==> src/rtl/cla_pipe_addsub_if.sv <==
// Operand/result handshake bundle for the pipelined CLA adder/subtractor.
// The master drives operands and out_ready; the slave (the adder) returns results.
interface cla_pipe_addsub_if #(
  parameter int unsigned WIDTH = 16
);
  logic             in_valid;
  logic             in_ready;
  logic [WIDTH-1:0] a;
  logic [WIDTH-1:0] b;
  logic             cin;
  logic             sub;

  logic             out_valid;
  logic             out_ready;
  logic [WIDTH-1:0] sum;
  logic             cout;
  logic             ovf;
  logic             zero;

  modport master (
    output in_valid, a, b, cin, sub, out_ready,
    input  in_ready, out_valid, sum, cout, ovf, zero
  );

  modport slave (
    input  in_valid, a, b, cin, sub, out_ready,
    output in_ready, out_valid, sum, cout, ovf, zero
  );
endinterface

==> src/rtl/cla_pipe_addsub.sv <==
// Pipelined carry-lookahead adder/subtractor: one GROUP-bit lookahead group per stage,
// group carry passed stage to stage, whole pipeline stalls together under backpressure.
module cla_pipe_addsub #(
  parameter int unsigned WIDTH = 16,
  parameter int unsigned GROUP = 4
) (
  input logic               clk,
  input logic               rst,
  cla_pipe_addsub_if.slave  bus
);

  localparam int unsigned STAGES = WIDTH / GROUP;

  // Stage registers: stage k holds operands with groups 0..k-1 already summed into s_q[k].
  logic             vld_q [STAGES];
  logic [WIDTH-1:0] a_q   [STAGES];
  logic [WIDTH-1:0] b_q   [STAGES];
  logic [WIDTH-1:0] s_q   [STAGES];
  logic             c_q   [STAGES];

  logic             out_valid_q;
  logic [WIDTH-1:0] sum_q;
  logic             cout_q;
  logic             ovf_q;
  logic             zero_q;

  logic             adv;

  logic [WIDTH-1:0] s_nxt    [STAGES];
  logic             grp_cout [STAGES];
  logic             grp_cmsb [STAGES];

  logic [GROUP-1:0] p;
  logic [GROUP-1:0] g;
  logic [GROUP:0]   c;
  logic             prod;

  assign adv = !out_valid_q || bus.out_ready;

  // Each bit carry is a flat sum of products from the group carry-in; no ripple.
  always_comb begin
    p    = '0;
    g    = '0;
    c    = '0;
    prod = 1'b0;
    for (int k = 0; k < STAGES; k++) begin
      p    = a_q[k][k*GROUP +: GROUP] ^ b_q[k][k*GROUP +: GROUP];
      g    = a_q[k][k*GROUP +: GROUP] & b_q[k][k*GROUP +: GROUP];
      c    = '0;
      c[0] = c_q[k];
      for (int i = 0; i < GROUP; i++) begin
        prod = c_q[k];
        for (int m = 0; m <= i; m++) begin
          prod = prod & p[m];
        end
        c[i+1] = g[i] | prod;
        for (int j = 0; j < i; j++) begin
          prod = g[j];
          for (int m = j + 1; m <= i; m++) begin
            prod = prod & p[m];
          end
          c[i+1] = c[i+1] | prod;
        end
      end
      s_nxt[k]                    = s_q[k];
      s_nxt[k][k*GROUP +: GROUP]  = p ^ c[GROUP-1:0];
      grp_cout[k]                 = c[GROUP];
      grp_cmsb[k]                 = c[GROUP-1];
    end
  end

  always_ff @(posedge clk) begin
    if (rst) begin
      for (int k = 0; k < STAGES; k++) begin
        vld_q[k] <= 1'b0;
        a_q[k]   <= '0;
        b_q[k]   <= '0;
        s_q[k]   <= '0;
        c_q[k]   <= 1'b0;
      end
      out_valid_q <= 1'b0;
      sum_q       <= '0;
      cout_q      <= 1'b0;
      ovf_q       <= 1'b0;
      zero_q      <= 1'b0;
    end else if (adv) begin
      // Subtract is A + ~B + 1; cin only matters in add mode.
      vld_q[0] <= bus.in_valid;
      a_q[0]   <= bus.a;
      b_q[0]   <= bus.b ^ {WIDTH{bus.sub}};
      s_q[0]   <= '0;
      c_q[0]   <= bus.sub | bus.cin;
      for (int k = 1; k < STAGES; k++) begin
        vld_q[k] <= vld_q[k-1];
        a_q[k]   <= a_q[k-1];
        b_q[k]   <= b_q[k-1];
        s_q[k]   <= s_nxt[k-1];
        c_q[k]   <= grp_cout[k-1];
      end
      out_valid_q <= vld_q[STAGES-1];
      sum_q       <= s_nxt[STAGES-1];
      cout_q      <= grp_cout[STAGES-1];
      ovf_q       <= grp_cmsb[STAGES-1] ^ grp_cout[STAGES-1];
      zero_q      <= (s_nxt[STAGES-1] == '0);
    end
  end

  assign bus.in_ready  = adv;
  assign bus.out_valid = out_valid_q;
  assign bus.sum       = sum_q;
  assign bus.cout      = cout_q;
  assign bus.ovf       = ovf_q;
  assign bus.zero      = zero_q;

endmodule

==> src/flat_wrapper.sv <==
// flat-port wrapper written by rule: the top's interface ports become plain ports
module cla_pipe_addsub_flat 
#(
  parameter int unsigned WIDTH = 16,
  parameter int unsigned GROUP = 4
)
  (clk, rst, bus_in_valid, bus_a, bus_b, bus_cin, bus_sub, bus_out_ready, bus_in_ready, bus_out_valid, bus_sum, bus_cout, bus_ovf, bus_zero);
  cla_pipe_addsub_if #(.WIDTH(WIDTH)) bus_i ();
  input logic clk;
  input logic rst;
  input wire logic [$bits(bus_i.in_valid)-1:0] bus_in_valid;
  input wire logic [$bits(bus_i.a)-1:0] bus_a;
  input wire logic [$bits(bus_i.b)-1:0] bus_b;
  input wire logic [$bits(bus_i.cin)-1:0] bus_cin;
  input wire logic [$bits(bus_i.sub)-1:0] bus_sub;
  input wire logic [$bits(bus_i.out_ready)-1:0] bus_out_ready;
  output wire logic [$bits(bus_i.in_ready)-1:0] bus_in_ready;
  output wire logic [$bits(bus_i.out_valid)-1:0] bus_out_valid;
  output wire logic [$bits(bus_i.sum)-1:0] bus_sum;
  output wire logic [$bits(bus_i.cout)-1:0] bus_cout;
  output wire logic [$bits(bus_i.ovf)-1:0] bus_ovf;
  output wire logic [$bits(bus_i.zero)-1:0] bus_zero;
  assign bus_i.in_valid = bus_in_valid;
  assign bus_i.a = bus_a;
  assign bus_i.b = bus_b;
  assign bus_i.cin = bus_cin;
  assign bus_i.sub = bus_sub;
  assign bus_i.out_ready = bus_out_ready;
  assign bus_in_ready = bus_i.in_ready;
  assign bus_out_valid = bus_i.out_valid;
  assign bus_sum = bus_i.sum;
  assign bus_cout = bus_i.cout;
  assign bus_ovf = bus_i.ovf;
  assign bus_zero = bus_i.zero;
  cla_pipe_addsub #(.WIDTH(WIDTH), .GROUP(GROUP)) u_core (.clk(clk), .rst(rst), .bus(bus_i));
endmodule
==> config.mk <==
export PLATFORM = sky130hd
export DESIGN_NAME = cla_pipe_addsub_flat
export DESIGN_NICKNAME = d
export VERILOG_FILES = /design/src/rtl/cla_pipe_addsub_if.sv /design/src/rtl/cla_pipe_addsub.sv /design/src/flat_wrapper.sv
export SDC_FILE = /design/constraint.sdc
export NUM_CORES = 1
export LEC_CHECK = 0
export ABC_AREA = 1
export BUFFER_PORTS_ARGS = -buffer_cell sky130_fd_sc_hd__buf_2
export CORE_AREA = 2 2 103 105
export CTS_CLUSTER_DIAMETER = 30
export DETAILED_ROUTE_END_ITERATION = 6
export DIE_AREA = 0 0 105 107
export GPL_TIMING_DRIVEN = 0
export MAX_ROUTING_LAYER = met4
export PLACE_DENSITY = 0.83
export SLEW_MARGIN = 20
export SYNTH_ARGS = -nofsm -noshare
export SYNTH_HDL_FRONTEND = slang
export SYNTH_SLANG_ARGS = --single-unit
==> constraint.sdc <==
create_clock -name clk -period 4.2 [get_ports clk]
set_input_delay 0.63 -clock clk [delete_from_list [all_inputs] [get_ports clk]]
set_output_delay 0.63 -clock clk [all_outputs]
set_load 0.02 [all_outputs]
==> metrics, run 1 <==
period utilisation layout=42.4%; clk sinks=132; vias=3452; GRT overflow=0; synthesized cell area=5710 µm²; Ys Warns=0; Max Cap Viol=0; final non-filler cell total=730; Design Area, Final=6750 µm²; FP Rows=37; clock tree from TritonCTS=yes; sw frac=22.3%; r2r startpoint=u_core.a_q[1][4]; Final min period=1.78 ns; Ports=59; CP Capture Type=register; Setup crit start kind=register; later-pin clock latency in the skew report=0.51 ns; Pwr Total=3.13 mW; dpl cells=699; number of global-route vias before repair=3419; post-synthesis sequential area ratio=65.9%; antenna fix cells=0; All-Layer GR Usage=18.8%; ys async rst share=0%; sw power=0.696 mW; Final Skew=0.00766 ns; Yosys reg bits=132; Post-Synthesis Cells=505; status=finished clean; top_reg_cell synth=edfxtp_1; Setup-failing EPs final=0; share of layout cells above drive strength 1=18.7%; VDD IR max=246 µV; die width=105 µm; CP required=4.45 ns; DRC viols=0; crit path DAT=2.03 ns; slew margin rel.=72.7%; post-CTS sizing=0; GPL Wtd Cong=0.802; drt wl/cell=13.1 µm; Synth cell types=22; Placement Cell Area=6200 µm²; Worst R2R End=u_core.c_q[2]; vias per cell=4.73; CP startpoint=u_core.a_q[1][4]; pwr dens=463 nW/µm²; DR iter-0 viols=165; Hold/Removal Path Class=in -> reg; WHS=0.390 ns; initial antenna violation count=0; fillers=755; cells on worst reg2reg path=8; Post-synth EDFFs=112; Fmax=561 MHz; Die ar.=11200 µm²; TritonRoute pass-1 iters=5; Initial Util=56.6%; fin worst setup slack=2.42 ns; flop2flop setup slack=2.42 ns; Hold Fails Final Rpt=0; clk root buf=clkbuf_8; Mean Syn Cell Area=11.3 µm²; synthesized net count=567; Layout Nets=644; DRT antenna net count=0; PortBufs=57; H-tree depth=4; Place WS=2.10 ns; core footprint=10100 µm²; largest net degree at the start of global routing=83; Pleak=3.14 nW; Clock power frac=43.9%; die height=107 µm; P&R area growth vs syn=18.2%; sequential share of power=49.0%; Setup Buffers After CTS=0; Clock Path Buffers=2; critical path class=reg -> reg; dpl hpwl=6.07 mm; total CTS buffers=17; capture point of the worst path=u_core.c_q[2]; Internal Power=2.43 mW; first-pass GRT wire length=15.4 mm; RSZ-0062 raised after global routing=false; combinational share of power=7.1%; Slew @ Worst Pin=0.409 ns; Crit Path Max Fanout=3; Reg clk slew, reported paths=0.06 ns; Slew Limit Fails=0; Detailed Route WL=9.53 mm; Hold Buf Count CTS=0
## stage by stage
stage / utilization, % / setup TNS, ns
after floorplan: - / 0
after global placement: 61.1 / -15.72
after detailed placement: 61.4 / 0
after CTS: 66.9 / 0
after global routing: 66.9 / 0
final: 66.9 / 0
## synthesized netlist by cell type (2+ instances only)
cell,n,share of area (%)
o21ai_0,6,0.53
nand2_2,2,0.22
inv_1,101,6.6
fa_1,4,1.4
edfxtp_1,112,59
ha_1,20,4.4
nand3_1,5,0.44
buf_2,4,0.35
nor2_1,121,8.0
dfxtp_1,20,7.0
xnor2_1,19,2.9
a21oi_1,9,0.79
buf_6,13,2.6
a22o_1,11,1.7
nand2_1,51,3.4
## placed cells by master (no fill, tap or decap), types with 2 or more instances in the layout
master,count
ha_1,20
fa_1,4
nand2_1,51
inv_1,100
bufinv_16,2
clkinv_2,3
buf_2,61
buf_6,13
a21oi_1,9
a22o_1,11
inv_6,2
nand2_2,2
clkinv_1,2
xnor2_1,19
dfxtp_1,20
clkbuf_16,16
nor2_1,121
o21ai_0,6
edfxtp_1,112
clkinv_4,2
clkinvlp_4,4
nand3_1,5
## power by group through the flow
stage	logic [mW]	clock network (mW)	registers (mW)
after floorplan	0.146	0	1.56
after global routing	0.248	1.45	1.54
after global placement	0.207	0	1.56
final	0.223	1.37	1.53
after CTS	0.224	1.39	1.53
after detailed placement	0.219	0	1.56
## final cells by class
| class | count | area [µm²] | area share (%) |
|---|---|---|---|
| Inverter | 102 | 388 | 5.74 |
| Multi-Input combinational cell | 253 | 1390 | 20.6 |
| Tap cell | 136 | 170 | 2.52 |
| Sequential cell | 132 | 3760 | 55.7 |
| Buffer | 18 | 174 | 2.58 |
| Clock inverter | 14 | 139 | 2.06 |
| Timing Repair Buffer | 58 | 313 | 4.63 |
| Clock buffer | 17 | 414 | 6.13 |
## worst min-delay path by stage
stage,from,end,cells past startpoint,slack [ns]
floorplan,u_core.vld_q[3],u_core.bus.out_valid,2,0.42
global placement,u_core.vld_q[3],u_core.bus.out_valid,2,0.43
detailed placement,u_core.vld_q[3],u_core.bus.out_valid,2,0.44
CTS,rst,u_core.bus.out_valid,4,0.37
global route,rst,u_core.bus.out_valid,4,0.39
finish,rst,u_core.bus.out_valid,4,0.39
## critical path, cell delays in order, from the launching register on
cell and delay (ns):
edfxtp_1 0.42, ha_1 0.33, ha_1 0.20, a21oi_1 0.16, nand2_1 0.11, nand2_1 0.09, nand2_1 0.07, nand2_1 0.08
a21oi_1 0.06
## cells by family (layout without fill, tap and decap cells)
family | Yosys count | count (layout) | synth area share [%]
buffers and inverters | 120 | 209 | 9.75
flip-flops | 132 | 132 | 65.9
AND/OR/NAND/NOR | 182 | 182 | 12.4
XOR/XNOR | 19 | 19 | 2.91
AO/OA/AOI/OAI | 28 | 28 | 3.29
adder cells (fa/ha/maj) | 24 | 24 | 5.78
## layer usage
layer | track usage [%] | vias to the layer above | routed length, µm
met3 | 5.29 | 14 | 457
met4 | 8.67 | 0 | 176
met2 | 32.6 | 118 | 5000
li1 | - | 1745 | -
met1 | 20.0 | 1575 | 3900
met5 | - | - | 0
## state kept, by name, indices dropped and copies added, names as in the netlist
name                  flops
u_core.bus.zero           1
u_core.c_q                4
u_core.bus.ovf            1
u_core.b_q               40
u_core.bus.sum           16
u_core.a_q               40
u_core.bus.out_valid      1
u_core.s_q               24
u_core.bus.cout           1
u_core.vld_q              4
Power figures use the tool's default switching activity.
==> run 2, diff against run 1 <==
--- a/config.mk
+++ b/config.mk
@@ -5,15 +5,15 @@
 export SDC_FILE = /design/constraint.sdc
 export NUM_CORES = 1
 export LEC_CHECK = 0
-export ABC_AREA = 1
+export ABC_AREA = 0
 export BUFFER_PORTS_ARGS = -buffer_cell sky130_fd_sc_hd__buf_2
-export CORE_AREA = 2 2 103 105
+export CORE_AREA = 2 2 106 108
 export CTS_CLUSTER_DIAMETER = 30
 export DETAILED_ROUTE_END_ITERATION = 6
-export DIE_AREA = 0 0 105 107
+export DIE_AREA = 0 0 108 110
 export GPL_TIMING_DRIVEN = 0
 export MAX_ROUTING_LAYER = met4
-export PLACE_DENSITY = 0.83
+export PLACE_DENSITY = 0.8
 export SLEW_MARGIN = 20
 export SYNTH_ARGS = -nofsm -noshare
 export SYNTH_HDL_FRONTEND = slang
==> constraint.sdc (replaced) <==
create_clock -name clk -period 1.6 [get_ports clk]
set_input_delay 0.24 -clock clk [delete_from_list [all_inputs] [get_ports clk]]
set_output_delay 0.24 -clock clk [all_outputs]
set_load 0.02 [all_outputs]
==> run 2 against run 1 <==
Effect of this change:
- the run now ends with setup timing left
- sequential power grew to 2.6 times the previous value
- clock power grew to 2.8 times the previous value
- power rose to 2.7 times the previous value
- critical path type unchanged
- highest routed layer unchanged
==> metrics, run 2 <==
status=finished, violations left (was finished clean); violated checks=setup timing; die height=110 µm (was 107 µm); footprint of the multi-input gates=1840 µm² (was 1390 µm²); first-pass GRT wire length=15.9 mm (was 15.4 mm); hold worst-path end=u_core.a_q[0][11] (was u_core.bus.out_valid); fin worst setup slack=-0.432 ns (was 2.42 ns); Sequential cell area=3760 µm² (about the same); Hold/Removal Path Class=in -> reg (unchanged); Die ar.=11900 µm² (was 11200 µm²); CP Capture Type=register (unchanged); share of layout cells above drive strength 1=30.2% (was 18.7%); vias per cell=4.92 (was 4.73); Slew Limit Fails=0 (unchanged); Crit Path Max Fanout=3 (unchanged); FP Rows=38 (was 37); Post-synth EDFFs=112 (unchanged); critical path class=reg -> reg (unchanged); CP Cell Sequence=ha_1, ha_2, o211a_4, or3_4, and2_1, o32ai_2 (was ha_1, ha_1, a21oi_1, nand2_1, nand2_1, nand2_1, nand2_1, a21oi_1); DRC viols=0 (unchanged); hold path start=bus_a[11] (was rst); crit path DAT=2.46 ns (was 2.03 ns); Mean Syn Cell Area=13.6 µm² (was 11.3 µm²); Reg clk slew, reported paths=0.06 ns (about the same); most frequent cells in the layout=edfxtp_1 (112), and2_1 (85), buf_2 (59) (was nor2_1 (121), edfxtp_1 (112), inv_1 (100)); number of global-route vias before repair=3336 (was 3419); Pleak=3.06 nW (was 3.14 nW); later-pin clock latency in the skew report=0.51 ns (about the same); Max Cap Viol=0 (unchanged); Yosys reg bits=132 (unchanged); dominant cells by area after synthesis=edfxtp_1 (61%), and2_1 (9.7%), dfxtp_1 (7.3%) (was edfxtp_1 (59%), nor2_1 (8.0%), dfxtp_1 (7.0%)); total CTS buffers=17 (unchanged); Ports=59 (unchanged); synthesized cell area=5500 µm² (was 5710 µm²); clk root buf=clkbuf_8 (unchanged); ys async rst share=0% (unchanged); Clock Path Buffers=2 (unchanged); largest net degree at the start of global routing=56 (was 83); slew margin rel.=68.0% (was 72.7%); flop2flop setup slack=-0.43 ns (was 2.42 ns); final core utilization=66.3% (was 66.9%); Hold Fails Final Rpt=0 (unchanged); PortBufs=57 (unchanged); GPL Wtd Cong=0.790 (was 0.802); WHS=0.0215 ns (was 0.390 ns); Max stage delay cell, worst path=edfxtp_1 (unchanged); drt wl/cell=15.1 µm (was 13.1 µm); pwr dens=1180 nW/µm² (was 463 nW/µm²); antenna fix cells=0 (unchanged); Worst R2R End=u_core.bus.zero (was u_core.c_q[2]); fillers=730 (was 755); Final Skew=0.0108 ns (was 0.00766 ns); Setup crit start kind=register (unchanged); clk sinks=132 (unchanged); CP required=2.02 ns (was 4.45 ns); Synth top area share=61.2% (was 58.9%); Setup-failing EPs final=14 (was 0); Initial Util=51.4% (was 56.6%); post-synth top area cell=edfxtp_1 (unchanged); die width=108 µm (was 105 µm); top-count cell post-synth=edfxtp_1 (was nor2_1); Regs by FF count=u_core.a_q x40, u_core.b_q x40, u_core.s_q x24 (unchanged); Detailed Route WL=10.1 mm (was 9.53 mm); Fmax=492 MHz (was 561 MHz); top_reg_cell synth=edfxtp_1 (unchanged); core footprint=10700 µm² (was 10100 µm²); initial antenna violation count=0 (unchanged); DRT antenna net count=0 (unchanged); VDD IR max=773 µV (was 246 µV); most common cell after layout, fill and taps aside=edfxtp_1 (was nor2_1); cells on worst reg2reg path=6 (was 8); Synth cell types=31 (was 22); P&R area growth vs syn=29.1% (was 18.2%); TritonRoute pass-1 iters=4 (was 5); All-Layer GR Usage=18.6% (was 18.8%); Layout Nets=577 (was 644); Pwr Total=8.34 mW (was 3.13 mW); r2r startpoint=u_core.b_q[3][12] (was u_core.a_q[1][4]); Final min period=2.03 ns (was 1.78 ns); Post-Synthesis Cells=404 (was 505); vias=3279 (was 3452); RSZ-0062 raised after global routing=true (was false); post-synthesis sequential area ratio=68.5% (was 65.9%); dpl hpwl=5.60 mm (was 6.07 mm); crit-path max cell delay=0.42 ns (about the same); synthesized net count=466 (was 567); hold depth=2 (was 4); clock tree from TritonCTS=yes (unchanged); DR iter-0 viols=111 (was 165); most instantiated cells after synthesis=edfxtp_1 (112), and2_1 (85), nor2_1 (31), nand2_1 (27) (was nor2_1 (121), edfxtp_1 (112), inv_1 (101), nand2_1 (51)); H-tree depth=4 (unchanged); GRT overflow=0 (unchanged); Slew @ Worst Pin=0.480 ns (was 0.409 ns); period utilisation layout=127% (was 42.4%); Ys Warns=0 (unchanged)
[run 2: per-layer routing]
metal / up-vias / part of all wire [%] / wire length [µm] / track usage (%)
li1: 1631 / - / - / -
met2: 91 / 53 / 5300 / 32.6
met3: 17 / 4.7 / 474 / 5.11
met5: - / 0 / 0 / -
met1: 1540 / 41 / 4110 / 20.1
met4: 0 / 1.8 / 178 / 7.88
[run 2: metrics by stage]
| stage | TNS [ns] | instances | setup slack [ns] | instance area [µm²] |
|---|---|---|---|---|
| after floorplan | -26.20 | 404 | -0.297 | 5540 |
| after global placement | -52.16 | 601 | -0.427 | 6000 |
| after detailed placement | -24.28 | 602 | -0.449 | 6030 |
| after CTS | -2.42 | 658 | -0.425 | 6920 |
| after global routing | -3.89 | 666 | -0.492 | 7100 |
| final | -2.84 | 666 | -0.432 | 7100 |
[run 2: logic make-up after synthesis]
family	count (synthesis)	share of synthesized area, %
and+or+nand+nor	166	16.1
DFF	132	68.5
AOI/OAI and AO/OA	35	3.98
buffers and inverters	25	1.87
adders and majority gates	24	6.01
xor gates and xnor gates	20	3.19
muxes	2	0.364
[run 2: final cells by class]
| class | instances | share of cell area (%) |
|---|---|---|
| Sequential cell | 132 | 53.1 |
| Multi-Input combinational cell | 249 | 25.9 |
| Timing Repair Buffer | 90 | 8.50 |
| Clock buffer | 17 | 5.84 |
| Tap cell | 140 | 2.47 |
| Clock inverter | 13 | 2.26 |
| Buffer | 20 | 1.69 |
| Inverter | 5 | 0.300 |
[run 2: how the worst max path moves through the flow]
stage / startpoint / endpoint / slack (ns) / cells after the start
3_5_place_dp: u_core.a_q[3][12] / u_core.bus.zero / -0.45 / 5
2_1_floorplan: u_core.a_q[3][12] / u_core.bus.zero / -0.30 / 5
4_1_cts: u_core.c_q[3] / u_core.bus.zero / -0.42 / 5
5_1_grt: u_core.a_q[3][12] / u_core.bus.zero / -0.49 / 5
3_3_place_gp: u_core.a_q[3][12] / u_core.bus.zero / -0.43 / 5
6_report: u_core.b_q[3][12] / u_core.bus.zero / -0.43 / 6
[run 2: critical path, delay by kind of cell, from the launching register on]
family / cells / cell delay (ns)
adder cells (fa/ha/maj): 2 / 0.51
AO/OA/AOI/OAI: 2 / 0.51
AND/OR/NAND/NOR: 2 / 0.51
flip-flops: 1 / 0.42
[run 2: timing repair]
| item | 4_1_cts | 5_1_grt |
|---|---|---|
| gates cloned | 2 | 0 |
| endpoints found under the setup margin | 141 | 112 |
| hold endpoints to repair | 13 | 0 |
| pin swaps | 6 | 11 |
| hold buffers | 13 | 0 |
| resized for setup | 28 | 26 |
| buffers inserted | 11 | 8 |
[run 2: power by group]
part           internal [mW]  switching, mW
Combinational          0.295          0.285
Sequential              3.92         0.0643
Clock                   2.35           1.43
==> run 3, diff against run 2 <==
--- a/config.mk
+++ b/config.mk
@@ -8,6 +8,7 @@
 export ABC_AREA = 0
 export BUFFER_PORTS_ARGS = -buffer_cell sky130_fd_sc_hd__buf_2
 export CORE_AREA = 2 2 106 108
+export CTS_BUF_LIST = sky130_fd_sc_hd__clkbuf_16
 export CTS_CLUSTER_DIAMETER = 30
 export DETAILED_ROUTE_END_ITERATION = 6
 export DIE_AREA = 0 0 108 110
==> run 3 against run 2 <==
Effect of this change:
- the run still ends with setup timing left
- setup slack got worse by 0.015 ns
- hold slack improved by 0.082 ns
- register-to-register slack got worse by 0.02 ns
- first-iteration DRC count rose by 54%
- largest cell class unchanged
- via count fell by 1.1%
- sequential share of layout area rose by 0.62 points
==> metrics, run 3 (synthesized netlist as in run 2, its figures left out) <==
status=finished, violations left (unchanged); violated checks=setup timing (unchanged); RSZ-0062 raised after global routing=true (unchanged); clk sinks=132 (unchanged); P&R area growth vs syn=27.6% (was 29.1%); r2r startpoint=u_core.b_q[3][12] (unchanged); Ports=59 (unchanged); slew margin rel.=72.5% (was 68.0%); first-pass GRT wire length=15.7 mm (was 15.9 mm); period utilisation layout=128% (was 127%); most frequent cells in the layout=edfxtp_1 (112), and2_1 (85), buf_2 (60) (was edfxtp_1 (112), and2_1 (85), buf_2 (59)); VDD IR max=763 µV (was 773 µV); most common cell after layout, fill and taps aside=edfxtp_1 (unchanged); pwr dens=1190 nW/µm² (was 1180 nW/µm²); Die ar.=11900 µm² (unchanged); largest net degree at the start of global routing=56 (unchanged); crit path DAT=2.36 ns (was 2.46 ns); Detailed Route WL=9.96 mm (was 10.1 mm); number of global-route vias before repair=3344 (was 3336); Crit Path Max Fanout=3 (unchanged); Layout Nets=566 (was 577); fin worst setup slack=-0.447 ns (was -0.432 ns); fillers=734 (was 730); flop2flop setup slack=-0.45 ns (was -0.43 ns); antenna fix cells=0 (unchanged); total CTS buffers=17 (unchanged); Hold Buf Count CTS=0 (was 13); hold worst-path end=u_core.a_q[0][3] (was u_core.a_q[0][11]); Sequential cell area=3760 µm² (unchanged); All-Layer GR Usage=18.4% (was 18.6%); Worst R2R End=u_core.bus.zero (unchanged); PortBufs=57 (unchanged); DRC viols=0 (unchanged); clock tree from TritonCTS=yes (unchanged); final non-filler cell total=655 (was 666); DR iter-0 viols=171 (was 111); dpl hpwl=5.60 mm (unchanged); CP required=1.91 ns (was 2.02 ns); vias=3244 (was 3279); Regs by FF count=u_core.a_q x40, u_core.b_q x40, u_core.s_q x24 (unchanged); dpl cells=602 (unchanged); Final min period=2.05 ns (was 2.03 ns); Fmax=489 MHz (was 492 MHz); Slew @ Worst Pin=0.412 ns (was 0.480 ns); TritonRoute pass-1 iters=5 (was 4); later-pin clock latency in the skew report=0.41 ns (was 0.51 ns); CP startpoint=u_core.b_q[3][12] (unchanged); Slew Limit Fails=0 (unchanged); hold path start=bus_a[3] (was bus_a[11]); die width=108 µm (unchanged); footprint of the multi-input gates=1850 µm² (was 1840 µm²); Initial Util=51.4% (unchanged); Hold/Removal Path Class=in -> reg (unchanged); Setup crit start kind=register (unchanged); share of layout cells above drive strength 1=31.5% (was 30.2%); GRT overflow=0 (unchanged); Max Cap Viol=0 (unchanged); FP Rows=38 (unchanged); Final Skew=0.00845 ns (was 0.0108 ns); Clock Path Buffers=2 (unchanged); Pwr Total=8.38 mW (was 8.34 mW); die height=110 µm (unchanged); clk root buf=clkbuf_16 (was clkbuf_8); vias per cell=4.95 (was 4.92); drt wl/cell=15.2 µm (was 15.1 µm); GPL Wtd Cong=0.790 (unchanged); Reg clk slew, reported paths=0.06 ns (about the same); hold depth=2 (unchanged); initial antenna violation count=0 (unchanged); Setup-failing EPs final=14 (unchanged); Pleak=3.04 nW (was 3.06 nW); DRT antenna net count=0 (unchanged); Hold Fails Final Rpt=0 (unchanged); core footprint=10700 µm² (unchanged); CP Capture Type=register (unchanged); critical path class=reg -> reg (unchanged); cells on worst reg2reg path=6 (unchanged); H-tree depth=4 (unchanged)
## run 3: how the worst max path moves through the flow
stage	endpoint	slack (ns)
after global placement	u_core.bus.zero	-0.43
after global routing	u_core.bus.zero	-0.51
after floorplan	u_core.bus.zero	-0.30
after detailed placement	u_core.bus.zero	-0.45
after CTS	u_core.bus.zero	-0.42
final	u_core.bus.zero	-0.45
## run 3: repair_timing
action / 4_1_cts / 5_1_grt
gates cloned: 2 / 0
endpoints found under the setup margin: 140 / 100
setup buffers: 13 / 10
gates resized for setup: 32 / 29
pin swaps: 7 / 9
## run 3: per-layer routing
metal / up-vias / share of wire (%) / track usage (%)
met5: - / 0 / -
met4: 0 / 2.8 / 10.7
met3: 24 / 5.4 / 4.94
met2: 108 / 52 / 31.1
met1: 1509 / 40 / 19.7
li1: 1603 / - / -
## run 3: power by group
group	internal (mW)	leakage, nW	total (mW)	switching (mW)
logic	0.278	1.25	0.563	0.285
clock network	2.43	0.285	3.83	1.40
registers	3.92	1.50	3.98	0.0638
total	6.63	3.04	8.38	1.75
## run 3: layout make-up
type                            count  share of cell area, %
Sequential cell                   132                   53.7
Multi-Input combinational cell    249                   26.3
Timing Repair Buffer               81                   7.33
Clock buffer                       17                   6.06
Tap cell                          140                   2.50
Clock inverter                     13                   2.28
Buffer                             18                   1.52
Inverter                            5                  0.303
## run 3: through the flow
step	setup slack (ns)	utilization, %	hold WS, ns	cell area [µm²]	setup TNS (ns)
2_1_floorplan	-0.297	-	0.433	5540	-26.20
4_1_cts	-0.424	63.8	0.0900	6830	-2.32
5_1_grt	-0.511	65.6	0.0924	7010	-3.91
6_report	-0.447	65.6	0.104	7010	-2.85
3_5_place_dp	-0.449	56.4	0.446	6030	-24.28
3_3_place_gp	-0.427	56.1	0.439	6000	-52.16
## run 3: worst max-delay path, cell delays in order (launching register included)
cell and delay, ns:
edfxtp_1 0.42, ha_1 0.32, ha_2 0.19, o211a_4 0.24
or3_4 0.34, and2_1 0.18, o32ai_2 0.26
